### src/rtl/fetch_unit_pkg.sv
// Shared fetch-stage definitions: datapath width and the fetch controller state type.
package HighLevelControl;

    localparam int WORD_SIZE = 32;

    typedef enum logic [1:0] {
        BOOT  = 2'd0,
        RUN   = 2'd1,
        FLUSH = 2'd2
    } fetchState;

endpackage

### src/rtl/fetch_buffer.sv
// Two-entry in-order instruction buffer; the head entry drives the outputs
// combinationally and a flush empties it in one cycle.
module fetch_buffer #(
    parameter int WIDTH = 32
) (
    input  logic             clk,
    input  logic             reset,
    input  logic             i_flush,
    input  logic             i_push,
    input  logic [WIDTH-1:0] i_instr,
    input  logic [WIDTH-1:0] i_pc,
    input  logic             i_pop,
    output logic             o_valid,
    output logic [1:0]       o_count,
    output logic [WIDTH-1:0] o_instr,
    output logic [WIDTH-1:0] o_pc
);

    logic [WIDTH-1:0] r_instr [2];
    logic [WIDTH-1:0] r_pcs [2];
    logic             r_rdPtr;
    logic             r_wrPtr;
    logic [1:0]       r_count;

    // Flush wins over a same-cycle push or pop so a redirect always leaves the buffer empty.
    always_ff @(posedge clk or posedge reset) begin
        if (reset) begin
            r_instr[0] <= '0;
            r_instr[1] <= '0;
            r_pcs[0]   <= '0;
            r_pcs[1]   <= '0;
            r_rdPtr    <= 1'b0;
            r_wrPtr    <= 1'b0;
            r_count    <= 2'd0;
        end else if (i_flush) begin
            r_rdPtr <= 1'b0;
            r_wrPtr <= 1'b0;
            r_count <= 2'd0;
        end else begin
            if (i_push) begin
                r_instr[r_wrPtr] <= i_instr;
                r_pcs[r_wrPtr]   <= i_pc;
                r_wrPtr          <= ~r_wrPtr;
            end
            if (i_pop) begin
                r_rdPtr <= ~r_rdPtr;
            end
            r_count <= r_count + {1'b0, i_push} - {1'b0, i_pop};
        end
    end

    assign o_valid = (r_count != 2'd0);
    assign o_count = r_count;
    assign o_instr = r_instr[r_rdPtr];
    assign o_pc    = r_pcs[r_rdPtr];

endmodule

### src/rtl/fetch_unit.sv
// Instruction fetch front end: credit-limited request issue, in-order response
// tagging, redirect handling with stale-response discard, and a 2-entry decode buffer.
module fetch_unit
    import HighLevelControl::fetchState;
    import HighLevelControl::BOOT;
    import HighLevelControl::RUN;
    import HighLevelControl::FLUSH;
#(
    parameter int                   WORD_SIZE = HighLevelControl::WORD_SIZE,
    parameter logic [WORD_SIZE-1:0] RESET_PC  = '0
) (
    input  logic                 clk,
    input  logic                 reset,
    output logic                 IMemReq,
    output logic [WORD_SIZE-1:0] IMemAddr,
    input  logic                 IMemGnt,
    input  logic                 IMemRValid,
    input  logic [WORD_SIZE-1:0] IMemRData,
    input  logic                 PCUpdate,
    input  logic [WORD_SIZE-1:0] PCTarget,
    input  logic                 DecReady,
    output logic                 InstrValid,
    output logic [WORD_SIZE-1:0] Instr,
    output logic [WORD_SIZE-1:0] InstrPC
);

    fetchState            r_state;
    fetchState            w_nextState;
    logic [WORD_SIZE-1:0] r_pc;
    logic [1:0]           r_outstanding;
    logic [1:0]           r_discard;
    logic [WORD_SIZE-1:0] r_tag [2];
    logic                 r_tagWr;
    logic                 r_tagRd;

    logic                 w_bufValid;
    logic [1:0]           w_bufCount;
    logic [2:0]           w_inFlight;
    logic [1:0]           w_discardNext;
    logic                 w_pop;
    logic                 w_rsp;
    logic                 w_credit;
    logic                 w_issue;
    logic                 w_push;

    assign w_pop      = w_bufValid && DecReady;
    assign w_rsp      = IMemRValid && (r_outstanding != 2'd0);
    assign w_inFlight = {1'b0, r_outstanding} + {1'b0, w_bufCount};
    // An entry leaving the buffer this cycle frees its slot, which keeps one fetch per cycle in steady state.
    assign w_credit   = (w_inFlight < 3'd2) || w_pop;

    assign IMemReq       = (r_state == RUN) && !PCUpdate && w_credit;
    assign IMemAddr      = r_pc;
    assign w_issue       = IMemReq && IMemGnt;
    assign w_push        = w_rsp && (r_state == RUN) && !PCUpdate;
    assign w_discardNext = r_outstanding - {1'b0, w_rsp};
    assign InstrValid    = w_bufValid;

    fetch_buffer #(
        .WIDTH (WORD_SIZE)
    ) u_buffer (
        .clk     (clk),
        .reset   (reset),
        .i_flush (PCUpdate),
        .i_push  (w_push),
        .i_instr (IMemRData),
        .i_pc    (r_tag[r_tagRd]),
        .i_pop   (w_pop),
        .o_valid (w_bufValid),
        .o_count (w_bufCount),
        .o_instr (Instr),
        .o_pc    (InstrPC)
    );

    always_ff @(posedge clk or posedge reset) begin
        if (reset) begin
            r_state <= BOOT;
        end else begin
            r_state <= w_nextState;
        end
    end

    always_comb begin
        w_nextState = r_state;
        case (r_state)
            BOOT:    w_nextState = RUN;
            RUN:     if (PCUpdate && (w_discardNext != 2'd0)) w_nextState = FLUSH;
            FLUSH:   if (!PCUpdate && (r_discard == {1'b0, w_rsp})) w_nextState = RUN;
            default: w_nextState = BOOT;
        endcase
    end

    // Responses still count down the outstanding total while flushing; the tag queue restarts on every redirect.
    always_ff @(posedge clk or posedge reset) begin
        if (reset) begin
            r_pc          <= RESET_PC;
            r_outstanding <= 2'd0;
            r_discard     <= 2'd0;
            r_tag[0]      <= '0;
            r_tag[1]      <= '0;
            r_tagWr       <= 1'b0;
            r_tagRd       <= 1'b0;
        end else begin
            r_outstanding <= r_outstanding + {1'b0, w_issue} - {1'b0, w_rsp};
            if (PCUpdate) begin
                r_pc      <= PCTarget & ~WORD_SIZE'(3);
                r_discard <= w_discardNext;
                r_tagWr   <= 1'b0;
                r_tagRd   <= 1'b0;
            end else begin
                if (w_issue) begin
                    r_pc           <= r_pc + WORD_SIZE'(4);
                    r_tag[r_tagWr] <= r_pc;
                    r_tagWr        <= ~r_tagWr;
                end
                if (w_push) begin
                    r_tagRd <= ~r_tagRd;
                end
                if ((r_state == FLUSH) && w_rsp) begin
                    r_discard <= r_discard - 2'd1;
                end
            end
        end
    end

    a_noOverflow: assert property (@(posedge clk) disable iff (reset)
        !(w_push && (w_bufCount == 2'd2)));

endmodule

### config.mk
export PLATFORM = sky130hd
export DESIGN_NAME = fetch_unit
export DESIGN_NICKNAME = d
export VERILOG_FILES = /design/src/rtl/fetch_unit_pkg.sv /design/src/rtl/fetch_buffer.sv /design/src/rtl/fetch_unit.sv
export SDC_FILE = /design/constraint.sdc
export NUM_CORES = 1
export LEC_CHECK = 0
export ABC_AREA = 0
export CAP_MARGIN = 25
export CORE_MARGIN = 2
export CORE_UTILIZATION = 35
export DETAILED_ROUTE_END_ITERATION = 16
export DONT_BUFFER_PORTS = 1
export PLACE_DENSITY = 0.54
export RECOVER_POWER = 50
export REMOVE_ABC_BUFFERS = 1
export SLEW_MARGIN = 25
export SYNTH_ARGS = -nofsm -noshare
export SYNTH_HDL_FRONTEND = slang
export SYNTH_SLANG_ARGS = --single-unit
export TNS_END_PERCENT = 50
### constraint.sdc
create_clock -name clk -period 10.8 [get_ports clk]
set_input_delay 1.08 -clock clk [delete_from_list [all_inputs] [get_ports clk]]
set_output_delay 1.08 -clock clk [all_outputs]
set_load 0.1 [all_outputs]
== Yosys cells after proc, flatten, opt, wreduce, memory -nomap -nowiden ==
Cells that the tools add are included.
Cells by class
  add/sub/neg operators: 8
  $lt $le $gt $ge: 7
  eq/ne operators: 5
  muxes and demuxes: 32
  reductions and logical operators: 25
  bitwise operators: 9
Operators with widths (count)
  32-bit two-way mux: 13
  64-bit bitwise mux: 3
  32-bit demux with 1-bit select: 2
  32-bit by 3-bit adder with 32-bit output (second input constant): 1
  2-bit nonzero test: 7
  1-bit logical AND: 12
  2-bit two-way mux: 5
  2-bit >= comparator (second input constant): 4
  1-bit two-way mux: 8
  1-bit NOT with 2-bit output: 4
  2-bit one-hot mux with 3 select lines: 1
  2-bit AND reduction: 3
  2-bit by 1-bit subtractor with 2-bit output: 3
  1-bit NOT: 5
  2-bit by 1-bit adder with 2-bit output: 2
  2-bit by 1-bit less-than comparator with 1-bit output (second input constant): 2
  2-bit by 2-bit adder with 3-bit output: 1
  3-bit by 2-bit less-than comparator with 1-bit output (second input constant): 1
  2-bit by 1-bit == test with 1-bit output: 1
  2-bit by 1-bit == test with 1-bit output (second input constant): 1
  2-bit == test (second input constant): 1
  2-bit logical NOT: 1
  2-bit by 1-bit inequality test with 1-bit output (second input constant): 1
  2-bit inequality test (second input constant): 1
  other kinds (3): 3
Storage, ports and cells
  register bits after elaboration: 236
  output and inout port bits: 98
  logic and storage cells: 101
  input port bits: 70

== Logic depth before layout (Yosys ltp) ==
Gate-level depths: netlist (run 1).
  depth after elaboration: 7
  mapped depth: 11
  depth with buffers taken out: 10

== Cells and area by module ==
From an unflattened synthesis (run 1), not the netlist that was laid out.
Unflattened totals
  cell total of the unflattened synthesis: 789
  area, all modules: 10879.2 um2
By module, submodules not included
  fetch_buffer: instances 1, sequential area each 3303.2 um2, area each 6058.3 um2, cells each 360
  fetch_unit: instances 1, sequential area each 2452.4 um2, area each 4820.9 um2, cells each 429

== Worst setup path after synthesis (run 1) ==
OpenSTA, ideal clock, no wires.
  path kind: input -> output
  start point: input PCUpdate
  end point: output IMemReq
  data arrival time: 3.779 ns
  stages: 4
  required time: 9.720 ns
  buffers on the path: 3
  path slack: 5.941 ns
  cell sequence: clkbuf_1 -> clkbuf_1 -> buf_1 -> nor3_1
Between the ends
  word-level cells in the longest chain between the ends: 3
RTL lines
  start, declared: RTL line fetch_unit.sv:19  | input logic PCUpdate,
  1-bit logical NOT: RTL line fetch_unit.sv:52  | assign IMemReq = (r_state == RUN) && !PCUpdate && w_credit;
  1-bit logical AND (2 in series): RTL line fetch_unit.sv:52
  end, declared: RTL line fetch_unit.sv:14  | output logic IMemReq,
No other way between the ends.

==> results.ini, run 1 <==
[clocking]
clk_pin_slew_ns=0.05
htreeDepth=1
postCtsHoldBufs=0
cts_buffers=27
ctsResizeCount=0
tritoncts=done
clkSinkCount=226
cts-root-buf=clkbuf_16
cts_setup_buffers=0
clk_latency_ns=0.52
clockBufferDepth=3

[synthesis]
yosys_warnings=0
seq_area_frac_synth=0.556
synth.cell_area_mm2=0.0102
ys_ff_latch=226
synth_cells=848
synth_compound_area_frac=0.0681
synthMuxAreaShare=0.234
synth_fa_ha_area_frac=0.00934
synth_top_family_by_area=multiplexers
synth_edf_count=0
synthSimpleGateAreaFrac=0.0890
synth_ff_type=dfrtp_1
synth_cell_types=47
post_synth_xor_area_fraction=0.0155
syn_avg_cell_area_um2=12.0
synthArstFlopShare=1.00

[placement]
gp_congestion=0.746
port_buffers=0
post-dp-hpwl_mm=15.0
placed_cell_area_mm2=0.0107

[floorplan]
design.die.area_mm2=0.0305
core_area_mm2=0.0287
ioPinCount=168
die_y_um=175
num_rows=62
start_util=0.355
die_w_um=175

[critical_path]
path_cells=clkinvlp_2
reg2regPathDepth=5
r2r_end=u_buffer.r_instr[37]
cp-end-kind=async pin
cpMaxStageDelayCell=clkinvlp_2
r2r_start=r_outstanding[1]
critPathKind=input port to async pin
arrival_ns=4.78
r2r_slack_ns=7.13
cpPeakStageDelay_ns=3.57
worstPathRequired_ns=9.81
worstSetupPathDepth=1
critPathTopFamily=buffers and inverters
cp-start-kind=input port
crit_fanout=147
critPathCapture=IMemAddr[14]
critical_path_buf_inv_count=1
critPathLaunch=reset

[sta]
max_clock_freq_mhz=173
hold_violations=0
period_needed_ns=5.77
tns_ns=0
skew_ns=0.0111
tightest_slew_ns=6.52
slew_violations=194
period_share=0.534
relSlewSlack=-3.37
rsz0062_at_grt=false
hold_ws_ns=0.470
finalSetupViolations=0

[final_layout]
final_cell_mix=dfrtp_1 (218), mux2_2 (184), nand2_1 (72)
drive_gt1_frac=0.300
fin_area_mm2=0.0116
area_growth_pct=13.7
final_nets=928
num_antenna_cells=0
final_common_cell=dfrtp_1

[worst_hold_path]
hold_path_class=register to register
min_path_cells=2

[run]
drv_cap=2

[grt]
grt-ovfl-total=0
grt.total_usage=0.155
grt_pass1_wl_mm=37.7
grt_pass1_vias=6424
grt_max_degree=148
antenna_found_initial=0

[outcome]
failed_checks=max-capacitance violations, max-slew violations
status=complete, but fails checks

[detailed_routing]
route.detailed.drc=0
drt-initial-drc-count=273
vias_per_cell=5.04
drt_wl_total_mm=23.5
vias=6321
ant_nets=0
drt-pass1-iter-count=4
wire_per_inst_um=18.8

[per-layer routing]
metal  global-route usage  wire (µm)  share of wire  vias up
met4               0.0330        347          0.015        0
met3               0.0420       1640          0.070       29
met5                    0          0              0        -
li1                     -          -              -     2997
met2                0.253      10900           0.46      167
met1                0.209      10600           0.45     3128
[synth_stat cells (all sizes together), types with 2 or more instances]
cell type | instances | area, µm²
a21o | 2 | 15.0
a21oi | 36 | 180
and2 | 3 | 18.8
and3 | 8 | 50.1
and4 | 2 | 17.5
buf | 28 | 150
clkbuf | 24 | 90.1
dfrtp | 226 | 5660
ha | 6 | 75.1
inv | 11 | 41.3
mux2 | 184 | 2070
mux2i | 31 | 310
nand2 | 73 | 274
nand2b | 4 | 25.0
nand3 | 23 | 115
nand4 | 13 | 81.3
nor2 | 51 | 194
nor2b | 3 | 18.8
nor3 | 7 | 35.0
nor4 | 2 | 12.5
o211ai | 11 | 82.6
o21a | 2 | 15.0
o21ai | 52 | 260
o22ai | 2 | 12.5
o311ai | 2 | 17.5
o31a | 2 | 17.5
o31ai | 2 | 15.0
or2 | 2 | 12.5
or3 | 7 | 43.8
xnor2 | 9 | 78.8
xor2 | 9 | 78.8
[cell type report]
type | count | area, µm²
clock buffers | 40 | 805
clock inverters | 8 | 93.8
fillers | 2740 | 17100
inverters | 12 | 46.3
multi-input cells | 561 | 4260
flip-flops and latches | 226 | 5670
well taps | 384 | 480
repair buffers | 23 | 220
[state kept, by name (all words and copies together), names as in the netlist]
| signal | cells |
|---|---|
| u_buffer.r_instr | 64 |
| r_tag | 60 |
| u_buffer.r_pcs | 60 |
| IMemAddr | 30 |
| r_discard | 2 |
| r_outstanding | 2 |
| r_state | 2 |
| u_buffer.o_count | 2 |
| r_tagRd | 1 |
| r_tagWr | 1 |
| u_buffer.r_rdPtr | 1 |
| u_buffer.r_wrPtr | 1 |
[metrics by stage]
stage,util,instances,setup WS (ns)
floorplan,-,799,3.53
global placement,0.370,1202,7.04
detailed placement,0.373,1206,7.18
CTS,0.404,1254,7.21
global route,0.403,1254,3.71
finish,0.403,1254,5.03
[worst min-delay path by stage]
stage	from	end	slack, ns
after floorplan	u_buffer.r_pcs[34]	u_buffer.r_pcs[34]	0.45
after global routing	u_buffer.r_pcs[60]	u_buffer.r_pcs[60]	0.50
after global placement	u_buffer.r_pcs[59]	u_buffer.r_pcs[59]	0.46
after CTS	u_buffer.r_pcs[63]	u_buffer.r_pcs[63]	0.48
after detailed placement	u_buffer.r_pcs[61]	u_buffer.r_pcs[61]	0.47
final	u_buffer.r_pcs[51]	u_buffer.r_pcs[51]	0.47
[worst register-to-register path, delay by kind of cell (launching register included)]
family          cells  cell delay [ns]
buf+inv             1             0.71
compound gates      1             0.61
simple gates        2             1.35
mux                 1             0.44
flops               1             0.44
[cells by family (layout without fill, tap and decap cells)]
group | count (synthesis) | after routing
buffers and inverters | 64 | 83
other | 1 | 4
AOI/OAI and AO/OA | 118 | 118
and+or+nand+nor | 199 | 199
adders and majority gates | 7 | 7
xor gates and xnor gates | 18 | 18
DFF | 226 | 226
muxes | 215 | 215
Power of run 1 is not shown: default switching activity piles up to over one toggle a cycle in this logic, so the estimate is an artifact.
==> inputs of run 2 (changes only) <==
--- a/config.mk
+++ b/config.mk
@@ -5,7 +5,7 @@
 export SDC_FILE = /design/constraint.sdc
 export NUM_CORES = 1
 export LEC_CHECK = 0
-export ABC_AREA = 0
+export ABC_AREA = 1
 export CAP_MARGIN = 25
 export CORE_MARGIN = 2
 export CORE_UTILIZATION = 35
==> constraint.sdc (replaced) <==
create_clock -name clk -period 5.55 [get_ports clk]
set_input_delay 0.555 -clock clk [delete_from_list [all_inputs] [get_ports clk]]
set_output_delay 0.555 -clock clk [all_outputs]
set_load 0.1 [all_outputs]
==> run 2 against run 1 <==
The flow still finishes with violations (max-capacitance violations, max-slew violations). Final area rose by 9.9%. Sequential cell count did not move. Clock-buffer cell count fell by 7. Sequential share of layout area fell by 4.5 points. Critical path type is now register to register. Highest routed layer unchanged. Non-clock buffer count fell by 5. Synthesized cell count rose by 68%. Hold slack got worse by 0.45 ns. Area after synthesis rose by 12%.
==> results.ini, run 2 <==
[synthesis]
ys_ff_latch=226
synth_area_leaders=dfrtp_1 (50%), nand2_1 (19%), o21ai_2 (4.6%)
seq_area_frac_synth=0.496
yosys.area.top_type=dfrtp_1
synth_ff_type=dfrtp_1
synth.cell_area_mm2=0.0114
synth_edf_count=0
synthArstFlopShare=1.00
syn_avg_cell_area_um2=7.99
synth_top_area_share=0.496
yosys_warnings=0
synth_top_cells_by_count=nand2_1 (563), dfrtp_1 (226), inv_1 (137)
synth_cell_types=37
synth_most_common_cell=nand2_1
synth_cells=1428

[critical_path]
cpPeakStageDelay_ns=1.06
cpMostUsedCell=o21ai_0
critPathTopFamily=buffers and inverters
cpMaxStageDelayCell=clkbuf_2
worstPathRequired_ns=5.95
cp-end-kind=register
arrival_ns=3.94
critPathKind=register to register
path_cells=o21ai_0 > clkinvlp_2 > nand2_1 > nor2_8 > clkbuf_2 > o21ai_0
critical_path_buf_inv_count=2
crit_fanout=77
cp-start-kind=register

[final_layout]
multi_input_comb_area_mm2=0.00496
seqCellArea_mm2=0.00566
largest_register_ffs=64
drive_gt1_frac=0.159
num_antenna_cells=0
regMostFlops=u_buffer.r_instr
top_regs=u_buffer.r_instr x64, r_tag x60, u_buffer.r_pcs x60
fin_area_mm2=0.0127
n_fill_cell=3359
final_common_cell=nand2_1
final_nets=1483
final_cell_mix=nand2_1 (594), dfrtp_1 (221), inv_1 (136)
area_growth_pct=11.5

[clocking]
clk_latency_ns=0.53
clkSinkCount=226
htreeDepth=1
cts-root-buf=clkbuf_16
ctsResizeCount=0
cts_setup_buffers=0
cts_buffers=27
clockBufferDepth=3
postCtsHoldBufs=0
clk_pin_slew_ns=0.06
tritoncts=done

[detailed_routing]
drt-initial-drc-count=471
vias=8723
wire_per_inst_um=15.4
drt-pass1-iter-count=4
vias_per_cell=4.69
route.detailed.drc=0
drt_wl_total_mm=28.6
ant_nets=0

[sta]
hold_violations=0
tightest_slew_ns=2.09
relSlewSlack=-0.392
period_share=0.638
max_clock_freq_mhz=282
finalSetupViolations=0
skew_ns=0.0108
rsz0062_at_grt=false
period_needed_ns=3.54
hold_ws_ns=0.0240
fin_ws_ns=2.01
slew_violations=78

[placement]
post-dp-hpwl_mm=18.7
preCtsSetupSlack_ns=2.58
placed_cell_area_mm2=0.0120
port_buffers=0
gp_congestion=0.825

[floorplan]
start_util=0.353
ioPinCount=168
num_rows=66
die_w_um=185
die_y_um=185
core_area_mm2=0.0323
design.die.area_mm2=0.0341

[grt]
grt-ovfl-total=0
grt_pass1_vias=8483
grt.total_usage=0.171
grt_max_degree=119
antenna_found_initial=0
grt_pass1_wl_mm=46.4

[pwr]
leakage_nw=6.21
p_switching_w=0.00447
ir_drop_mv=0.401
clock_power_share=0.200
power_frac_comb=0.461
swShare=0.531
p_seq_frac=0.339
p_int_w=0.00395
p_per_area_mw_per_mm2=661
p_total_w=0.00841

[run]
drv_cap=1

[outcome]
status=complete, but fails checks
failed_checks=max-capacitance violations, max-slew violations

[worst_hold_path]
hold_path_class=input port to async pin

-- run 2: power groups by stage --
stage | sequential (W) | combinational (W) | clock [W]
floorplan | 0.00290 | 0.00317 | 0
global placement | 0.00288 | 0.00382 | 0
detailed placement | 0.00289 | 0.00393 | 0
CTS | 0.00287 | 0.00393 | 0.00174
global route | 0.00293 | 0.00418 | 0.00181
finish | 0.00285 | 0.00388 | 0.00168
-- run 2: through the flow --
step,setup TNS (ns),cells,utilization
2_1_floorplan,-270.34,1359,-
3_3_place_gp,0,1816,0.367
3_5_place_dp,0,1817,0.371
4_1_cts,0,1859,0.396
5_1_grt,0,1861,0.394
6_report,0,1861,0.394
-- run 2: area by class of cell --
cell class                 count  area share
clock buffer                  33      0.0572
clock inverter                 9     0.00748
inverter                     140      0.0422
multi-input combinational    993       0.390
sequential                   226       0.445
tap                          442      0.0435
timing repair buffer          18      0.0147
-- run 2: worst reg2reg max path, cell delays in order, from the launching register on --
cell        delay, ns
dfrtp_1          0.45
o21ai_0          0.47
clkinvlp_2       0.41
nand2_1          0.40
nor2_8           0.04
clkbuf_2         1.06
o21ai_0          0.59
-- run 2: worst paths after layout --
| path | start | endpoint | slack (ns) | depth (start not counted) |
|---|---|---|---|---|
| worst max-delay path | r_outstanding[1] | u_buffer.r_instr[57] | 2.01 | 6 |
| worst min-delay path | reset | u_buffer.r_instr[33] | 0.02 | 1 |
| worst max register to register | r_outstanding[1] | u_buffer.r_instr[57] | 2.01 | 6 |
| worst min register to register | u_buffer.r_instr[22] | u_buffer.r_instr[22] | 0.46 | 2 |
| max in group asynchronous | reset | u_buffer.r_rdPtr | 4.35 | 2 |
| min in group clk | PCUpdate | u_buffer.o_count[0] | 0.10 | 1 |
-- run 2: cell families after synthesis --
kind of cell,share of synthesized area
DFF,0.496
other,0.000329
AOI/OAI and AO/OA,0.114
adders and majority gates,0.00833
and+or+nand+nor,0.286
xor gates and xnor gates,0.00307
buffers and inverters,0.0923
-- run 2: layer usage --
layer | wire (µm) | vias up | GRT usage
met4 | 386 | 0 | 0.0330
met2 | 13300 | 184 | 0.286
met1 | 13100 | 4111 | 0.228
met3 | 1760 | 33 | 0.0364
li1 | - | 4395 | -
met5 | 0 | - | 0
Note: power is estimated with default switching activity, not from simulation.
